`config.mk`:
```
export PLATFORM = sky130hd
export DESIGN_NAME = tmds_chan_decode
export DESIGN_NICKNAME = d
export VERILOG_FILES = /design/src/rtl/tmds_chan_decode.sv
export SDC_FILE = /design/constraint.sdc
export NUM_CORES = 1
export LEC_CHECK = 0
export ABC_CLOCK_PERIOD_IN_PS = 5000
export CORE_MARGIN = 2
export CORE_UTILIZATION = 35
export DETAILED_ROUTE_END_ITERATION = 6
export PLACE_DENSITY = 0.55
export SYNTH_ARGS = -nofsm -noshare
export SYNTH_HDL_FRONTEND = slang
export SYNTH_SLANG_ARGS = --single-unit
export TNS_END_PERCENT = 1
```
`constraint.sdc`:
```
create_clock -name pclk -period 5 [get_ports pclk]
set_clock_uncertainty 0.2 [all_clocks]
set_input_delay 1.25 -clock pclk [delete_from_list [all_inputs] [get_ports pclk]]
set_output_delay 1.25 -clock pclk [all_outputs]
set_load 0.01 [all_outputs]
```
`src/rtl/tmds_chan_decode.sv`:
```
// tmds_chan_decode: single-channel TMDS receive decoder.
// Finds the 10-bit word boundary by pulsing the deserializer bitslip until a
// run of control tokens is seen, then decodes each word into 8-bit pixel data
// or a 2-bit control code. Lives entirely in the recovered pixel-clock domain.
module tmds_chan_decode #(
   parameter int SEARCH_WIN  = 4096,  // search window per phase, and loss timeout
   parameter int CTRL_RUN    = 64,    // consecutive tokens needed to lock
   parameter int SLIP_SETTLE = 3      // idle cycles after each bitslip pulse
) (
   input  logic       pclk,
   input  logic       rstin,
   input  logic [9:0] sdata,
   output logic       bitslip,
   output logic       aligned,
   output logic       psalgnerr,
   output logic [7:0] dout,
   output logic       c0,
   output logic       c1,
   output logic       vde
);

   localparam int WIN_W = $clog2(SEARCH_WIN + 1);
   localparam int RUN_W = $clog2(CTRL_RUN + 1);
   localparam int SET_W = $clog2(SLIP_SETTLE + 1);

   localparam logic [WIN_W-1:0] WIN_MAX  = WIN_W'(SEARCH_WIN);
   localparam logic [RUN_W-1:0] RUN_MAX  = RUN_W'(CTRL_RUN);
   localparam logic [SET_W-1:0] SET_LAST = SET_W'(SLIP_SETTLE - 1);
   localparam logic [3:0]       SLIP_LAST = 4'd9;

   typedef enum logic [1:0] {
      ST_SEARCH,
      ST_SLIP,
      ST_SETTLE,
      ST_LOCKED
   } state_t;

   // ---------------------------------------------------------------------
   // Stage 1: capture the raw word and classify it as a control token.
   // ---------------------------------------------------------------------
   logic       tok_det;
   logic [1:0] code_det;

   logic [9:0] w1_q;
   logic       tok1_q;
   logic [1:0] code1_q;

   // Token match against the four control symbols; code is {c1,c0}.
   // NOTE: every always_comb output gets a default first so no path leaves it unassigned (no latch).
   always_comb begin
      tok_det  = 1'b0;
      code_det = 2'b00;
      case (sdata)
         10'b1101010100: begin tok_det = 1'b1; code_det = 2'b00; end
         10'b0010101011: begin tok_det = 1'b1; code_det = 2'b01; end
         10'b0101010100: begin tok_det = 1'b1; code_det = 2'b10; end
         10'b1010101011: begin tok_det = 1'b1; code_det = 2'b11; end
         default:        begin tok_det = 1'b0; code_det = 2'b00; end
      endcase
   end

   // Stage 1 register: word plus its token classification.
   // NOTE: sequential state uses non-blocking assignments so all registers update together at the edge.
   always_ff @(posedge pclk) begin
      if (rstin) begin
         w1_q    <= '0;
         tok1_q  <= 1'b0;
         code1_q <= 2'b00;
      end else begin
         w1_q    <= sdata;
         tok1_q  <= tok_det;
         code1_q <= code_det;
      end
   end

   // ---------------------------------------------------------------------
   // Stage 2: TMDS data decode and output gating.
   // ---------------------------------------------------------------------
   logic [7:0] d_inv;
   logic [7:0] dec;

   // Undo the optional inversion (bit 9) and the XOR/XNOR chain (bit 8).
   always_comb begin
      d_inv  = w1_q[9] ? ~w1_q[7:0] : w1_q[7:0];
      dec    = '0;
      dec[0] = d_inv[0];
      for (int i = 1; i < 8; i++) begin
         dec[i] = w1_q[8] ? (d_inv[i] ^ d_inv[i-1]) : ~(d_inv[i] ^ d_inv[i-1]);
      end
   end

   logic [7:0] dout_q;
   logic       vde_q;
   logic       c0_q;
   logic       c1_q;

   // Output register: silent until aligned, control codes held across video.
   // NOTE: the small datapath registers are reset too, so every output reads 0 out of reset.
   always_ff @(posedge pclk) begin
      if (rstin) begin
         dout_q <= '0;
         vde_q  <= 1'b0;
         c0_q   <= 1'b0;
         c1_q   <= 1'b0;
      end else if (!aligned) begin
         dout_q <= '0;
         vde_q  <= 1'b0;
         c0_q   <= 1'b0;
         c1_q   <= 1'b0;
      end else if (tok1_q) begin
         dout_q <= '0;
         vde_q  <= 1'b0;
         c0_q   <= code1_q[0];
         c1_q   <= code1_q[1];
      end else begin
         dout_q <= dec;
         vde_q  <= 1'b1;
      end
   end

   // ---------------------------------------------------------------------
   // Alignment FSM.
   // ---------------------------------------------------------------------
   state_t            state_q, state_d;
   logic [WIN_W-1:0]  win_q, win_d;     // search window in SEARCH, loss timer in LOCKED
   logic [RUN_W-1:0]  run_q, run_d;
   logic [3:0]        slip_q, slip_d;
   logic [SET_W-1:0]  settle_q, settle_d;
   logic              perr_q, perr_d;

   logic [WIN_W-1:0]  win_inc;
   logic [RUN_W-1:0]  run_inc;

   // Next-state logic; the slip counter and psalgnerr update on the edge that
   // enters SLIP so they change together with the bitslip pulse.
   always_comb begin
      state_d  = state_q;
      win_d    = win_q;
      run_d    = run_q;
      slip_d   = slip_q;
      settle_d = settle_q;
      perr_d   = perr_q;

      win_inc  = (win_q == WIN_MAX) ? win_q : win_q + 1'b1;
      run_inc  = tok1_q ? ((run_q == RUN_MAX) ? run_q : run_q + 1'b1) : '0;

      case (state_q)
         ST_SEARCH: begin
            win_d = win_inc;
            run_d = run_inc;
            if (run_inc == RUN_MAX) begin
               // Lock takes priority over a window expiry in the same cycle.
               state_d = ST_LOCKED;
               win_d   = '0;
               run_d   = '0;
               perr_d  = 1'b0;
            end else if (win_inc == WIN_MAX) begin
               state_d = ST_SLIP;
               win_d   = '0;
               run_d   = '0;
               if (slip_q == SLIP_LAST) begin
                  slip_d = '0;
                  perr_d = 1'b1;
               end else begin
                  slip_d = slip_q + 1'b1;
               end
            end
         end

         ST_SLIP: begin
            state_d  = ST_SETTLE;
            settle_d = '0;
            win_d    = '0;
            run_d    = '0;
         end

         ST_SETTLE: begin
            win_d = '0;
            run_d = '0;
            if (settle_q == SET_LAST) begin
               state_d  = ST_SEARCH;
               settle_d = '0;
            end else begin
               settle_d = settle_q + 1'b1;
            end
         end

         ST_LOCKED: begin
            run_d = '0;
            win_d = tok1_q ? '0 : win_inc;
            if (!tok1_q && (win_inc == WIN_MAX)) begin
               // Lost lock: restart the search from the current slip phase.
               state_d = ST_SEARCH;
               win_d   = '0;
            end
         end

         default: begin
            state_d = ST_SEARCH;
            win_d   = '0;
            run_d   = '0;
         end
      endcase
   end

   // FSM and counter registers.
   always_ff @(posedge pclk) begin
      if (rstin) begin
         state_q  <= ST_SEARCH;
         win_q    <= '0;
         run_q    <= '0;
         slip_q   <= '0;
         settle_q <= '0;
         perr_q   <= 1'b0;
      end else begin
         state_q  <= state_d;
         win_q    <= win_d;
         run_q    <= run_d;
         slip_q   <= slip_d;
         settle_q <= settle_d;
         perr_q   <= perr_d;
      end
   end

   assign aligned   = (state_q == ST_LOCKED);
   assign bitslip   = (state_q == ST_SLIP);
   assign psalgnerr = perr_q;
   assign dout      = dout_q;
   assign vde       = vde_q;
   assign c0        = c0_q;
   assign c1        = c1_q;

endmodule

```
* After elaboration in Yosys (flattened, before gate mapping)
Cells that the tools add are included.
** Operators by class
- Bitwise gates (word level) :: 17
- Equality and inequality tests :: 16
- Add/sub/neg operators :: 4
- Muxes and demuxes :: 33
- Reductions and logical operators :: 14
** Operators by type and width (count)
- 13-bit 2-to-1 mux :: 5
- 13-bit one-hot mux with 3 select lines :: 1
- 7-bit 2-to-1 mux :: 4
- 13-bit == test (second input constant) :: 2
- 10-bit == test (second input constant) :: 2
- 7-bit == test (second input constant) :: 2
- 7-bit one-hot mux with 2 select lines :: 1
- 13-bit by 1-bit adder with 13-bit output (second input constant) :: 1
- 1-bit 2-to-1 mux :: 12
- 10-bit by 8-bit == test with 1-bit output (second input constant) :: 1
- 10-bit by 9-bit == test with 1-bit output (second input constant) :: 1
- 2-bit 2-to-1 mux :: 5
- 1-bit inverter :: 9
- 3-bit AND reduction :: 3
- 8-bit 2-to-1 mux :: 1
- 8-bit inverter :: 1
- 2-bit one-hot mux with 4 select lines :: 1
- 7-bit by 1-bit adder with 7-bit output (second input constant) :: 1
- 1-bit XOR :: 7
- 2-bit == test (second input constant) :: 3
- 2-bit one-hot mux with 3 select lines :: 1
- 2-bit nonzero test :: 3
- 3-bit OR reduction :: 2
- 4-bit by 1-bit adder with 4-bit output (second input constant) :: 1
- other kinds (13) :: 14
** Word-level totals
- Logic and storage cells :: 97
- Register bits after elaboration :: 53
- Input bits :: 12
- Output and inout bits :: 14

* Depth between registers and ports, before layout
- Word-level depth :: 6
- Depth in mapped cells :: 10
- Gate-level depth less buffers :: 9

* Worst setup path after synthesis
Ideal clock, no wire load.
- Kind :: reg2reg
- From :: reg win_q[0]
- To :: reg slip_q[2]
- Library setup time :: 0.121 ns
- Path slack :: 2.432 ns
- Buffers on the path :: 2
- Required time :: 4.679 ns
- Arrival time :: 2.246 ns
- Cell stages (with the launch flop) :: 11
- Path through :: dfxtp_1 > ha_1 > and3_1 > buf_4 > mux2i_1 > o31a_1 > and4bb_2 > and4_1 > buf_4 > nand3_2 > mux2_4
** On the way
- Longest elaborated chain between the ends :: 4
- Elaborated cells on any way between the ends :: 5
- Classes of those cells :: add/sub: 1; eq/ne: 2; mux: 1; reduce/logical: 1
** RTL lines
- start, declared :: RTL line 125 : logic [WIN_W-1:0] win_q, win_d;
- start signal, assigned :: RTL line 217 : win_q <= win_d;
- 13-bit by 1-bit adder with 13-bit output or 13-bit == test (tied branches) :: RTL line 144 : win_inc = (win_q == WIN_MAX) ? win_q : win_q + 1'b1;
- 13-bit 2-to-1 mux * :: RTL line 144
- 13-bit == test * :: RTL line 157 : end else if (win_inc == WIN_MAX) begin
- 3-bit AND reduction (no source line) *
- end signal, assigned :: RTL line 219 : slip_q <= slip_d;
- end, declared :: RTL line 127 : logic [3:0] slip_q, slip_d;
Every way passes the cells marked *; elsewhere a longest branch is shown, timed or not.
A chain may end at the register's enable or synchronous reset.

* Final worst setup path
- From :: reg state_q[0]
- To :: out aligned
** On the way
- Longest elaborated chain between the ends :: 1
** RTL lines
- start, declared :: RTL line 124 : state_t state_q, state_d;
- start signal, assigned :: RTL line 216 : state_q <= state_d;
- 2-bit == test :: RTL line 225 : assign aligned = (state_q == ST_LOCKED);
- end, declared :: RTL line 14 : output logic aligned,
No other way between the ends.

==> metrics.yaml <==
status: "completed"
critPathArrivalTime_ps: 1650
rows: 31
setup_ws_ps: 1900
crit_type: "register to primary output"
rsz0062_at_grt: "false"
power.total_mw: 0.770
syn_nets: 323
syn_area_per_cell_um2: 8.75
antenna_cells: 0
dpl_cell_area_mm2: 0.00295
syn_inst: 303
numCtsBuffers: 5
nFillCells: 784
grt_overflow_total: 0
slowest_delay_ps: 610
slew_violations: 0
fp.dieH_um: 91.0
antenna_found_initial: 0
drv_cap: 0
multi_input_area_mm2: 0.00146
vdd_drop_max_mv: 0.156
drtPass1Iterations: 4
clockBufferDepth: 2
worst-path-buf-inv: 1
initial_core_util: 0.363
die-area_mm2: 0.00828
min_path_type: "register to register"
worstMarginPinSlew_ps: 972
clock-root-buffer: "clkbuf_8"
cp_max_fo: 9
gp_congestion: 0.804
finalSetupViolations: 0
synth_edf_count: 0
syn_to_final_growth_pct: 14.9
cts_max_level: 2
yosysSeqAreaShare: 0.400
cts_resized: 0
cp-start-kind: "register"
slew_headroom: 0.348
io_pins: 26
p_leak_nw: 1.04
coreArea_mm2: 0.00729
fin_area_mm2: 0.00305
synth_area_mm2: 0.00265
vias: 1986
yosysUniqueCellTypes: 52
final_util: 0.418
timing.fmax_ghz: 0.322
clock-sinks: 53
critPathCaptureType: "primary output"
clk-insertion-delay-late_ps: 310
hold_buffers: 0
grt_max_degree: 27
port_buffers: 25
avgRoutedWirePerCell_um: 11.8
cp_top_family: "buffers and inverters"
seq_area_mm2: 0.00106
cts.clk_slew.worst_paths_ps: 100
drtIter0Drc: 82
yosys_warnings: 0
holdWs_ps: 279
met2_usage: 0.194
final_cells: 419
ys.flop_type: "dfxtp_1"
die_x_um: 91.0
grt_pass1_wl_um: 8870
synthArstFlopShare: 0
dp_hpwl_um: 3700
viasPerCell: 4.74
period_needed_ps: 3100
cts_tree: "built"
met3_usage: 0.0282
setup_tns_ps: 0
crit_chain: "ha_1, clkdlybuf4s50_1"
ant_nets: 0
dp_cells: 411
grt.busiest_layer: "met2"
gr-usage-met1: 0.185
slowest_stage: "clkdlybuf4s50_1"
final_nets: 339
drc_errors: 0
cts_setup_buffers: 0
power_density_mw_per_mm2: 253
hold_violations: 0
routed_wl_um: 4970
dpl_worst_slack_ps: 1880
worstPathRequired_ps: 3550
synth-seq-cells: 53
fin_crit_sh: 0.621
drive_gt1_frac: 0.0563
grt_pass1_vias: 1912
grt_usage: 0.129
## worst min-delay path, delay by kind of cell, from the launching register on
kind,cells,cell delay (ps)
flip-flops,1,320
multiplexers,1,60
AND/OR/NAND/NOR,1,70
## power breakdown
part           total, mW  leakage, nW  switching, mW  internal (mW)
clock network      0.252       0.0452          0.150          0.102
registers          0.441        0.430        0.00964          0.431
logic             0.0770        0.567         0.0374         0.0396
## state kept, by name (all words and copies together), names as in the netlist
register	count
vde	1
win_q	13
tok1_q	1
settle_q	2
run_q	7
c0	1
c1	1
code1_q	2
slip_q	4
dout	8
state_q	2
psalgnerr	1
w1_q	10
## cell families after synthesis
| family | after synthesis | share of synthesized area |
|---|---|---|
| AND/OR/NAND/NOR | 139 | 0.291 |
| flip-flops | 53 | 0.400 |
| AO/OA/AOI/OAI | 36 | 0.0935 |
| XOR/XNOR | 30 | 0.0991 |
| buffers and inverters | 30 | 0.0486 |
| adder cells (fa/ha/maj) | 8 | 0.0378 |
| multiplexers | 7 | 0.0293 |
## per-layer routing
layer,routed length (µm),vias up
li1,-,1072
met1,2610,881
met2,2120,29
met3,177,4
met4,53,0
met5,0,-
## area by class of cell
type	instances	share of cell area
clock buffers	5	0.0226
clock inverters	3	0.00822
inverters	13	0.0160
multi-input cells	220	0.479
flip-flops and latches	53	0.348
well taps	99	0.0407
repair buffers	26	0.0846
## cells in the final DEF, fill, tap and decap left out, drive strengths merged, types with 2 or more instances in the layout
| cell | n |
|---|---|
| a211oi | 3 |
| a21oi | 12 |
| a311oi | 2 |
| a31o | 2 |
| and2 | 2 |
| and3 | 6 |
| and4 | 4 |
| clkbuf | 5 |
| clkdlybuf4s50 | 25 |
| dfxtp | 53 |
| ha | 8 |
| inv | 15 |
| mux2 | 3 |
| mux2i | 4 |
| nand2 | 11 |
| nand2b | 10 |
| nand3 | 11 |
| nand4 | 7 |
| nand4b | 4 |
| nor2 | 44 |
| nor2b | 13 |
| nor3 | 9 |
| nor3b | 3 |
| nor4b | 3 |
| nor4bb | 3 |
| o21ai | 4 |
| o311ai | 2 |
| o31a | 2 |
| or3 | 3 |
| xnor2 | 24 |
| xor2 | 6 |
## final timing paths
kind	slack (ps)	endpoint	from	cells after the start
hold reg to reg	280	c1	code1_q[1]	2
hold / removal	280	c1	code1_q[1]	2
setup / recovery	1900	aligned	state_q[0]	2
setup reg to reg	1990	win_q[4]	run_q[0]	7
## cell usage after synthesis (2+ instances only)
cell / n / area (µm²)
nand2b_1: 10 / 62.6
and4_1: 4 / 35.0
xor2_1: 6 / 52.6
a211oi_1: 3 / 22.5
nor4b_1: 3 / 26.3
xnor2_1: 24 / 210
inv_1: 13 / 48.8
and3_1: 6 / 37.5
nor3_1: 9 / 45.0
and2_1: 2 / 12.5
nor4bb_1: 3 / 30.0
ha_1: 8 / 100
nor3b_1: 3 / 22.5
clkbuf_1: 8 / 30.0
nand3_1: 10 / 50.1
o21ai_0: 3 / 15.0
nand4_1: 7 / 43.8
o31a_1: 2 / 17.5
buf_4: 2 / 15.0
dfxtp_1: 53 / 1060
mux2_2: 2 / 22.5
nand4b_1: 4 / 35.0
a21oi_1: 12 / 60.1
a31o_2: 2 / 17.5
a311oi_1: 2 / 17.5
nand2_1: 10 / 37.5
buf_2: 7 / 35.0
or3_1: 3 / 18.8
nor2_1: 44 / 165
nor2b_1: 13 / 81.3
mux2i_1: 4 / 40.0
No activity file was read; power rests on OpenSTA's default activity.
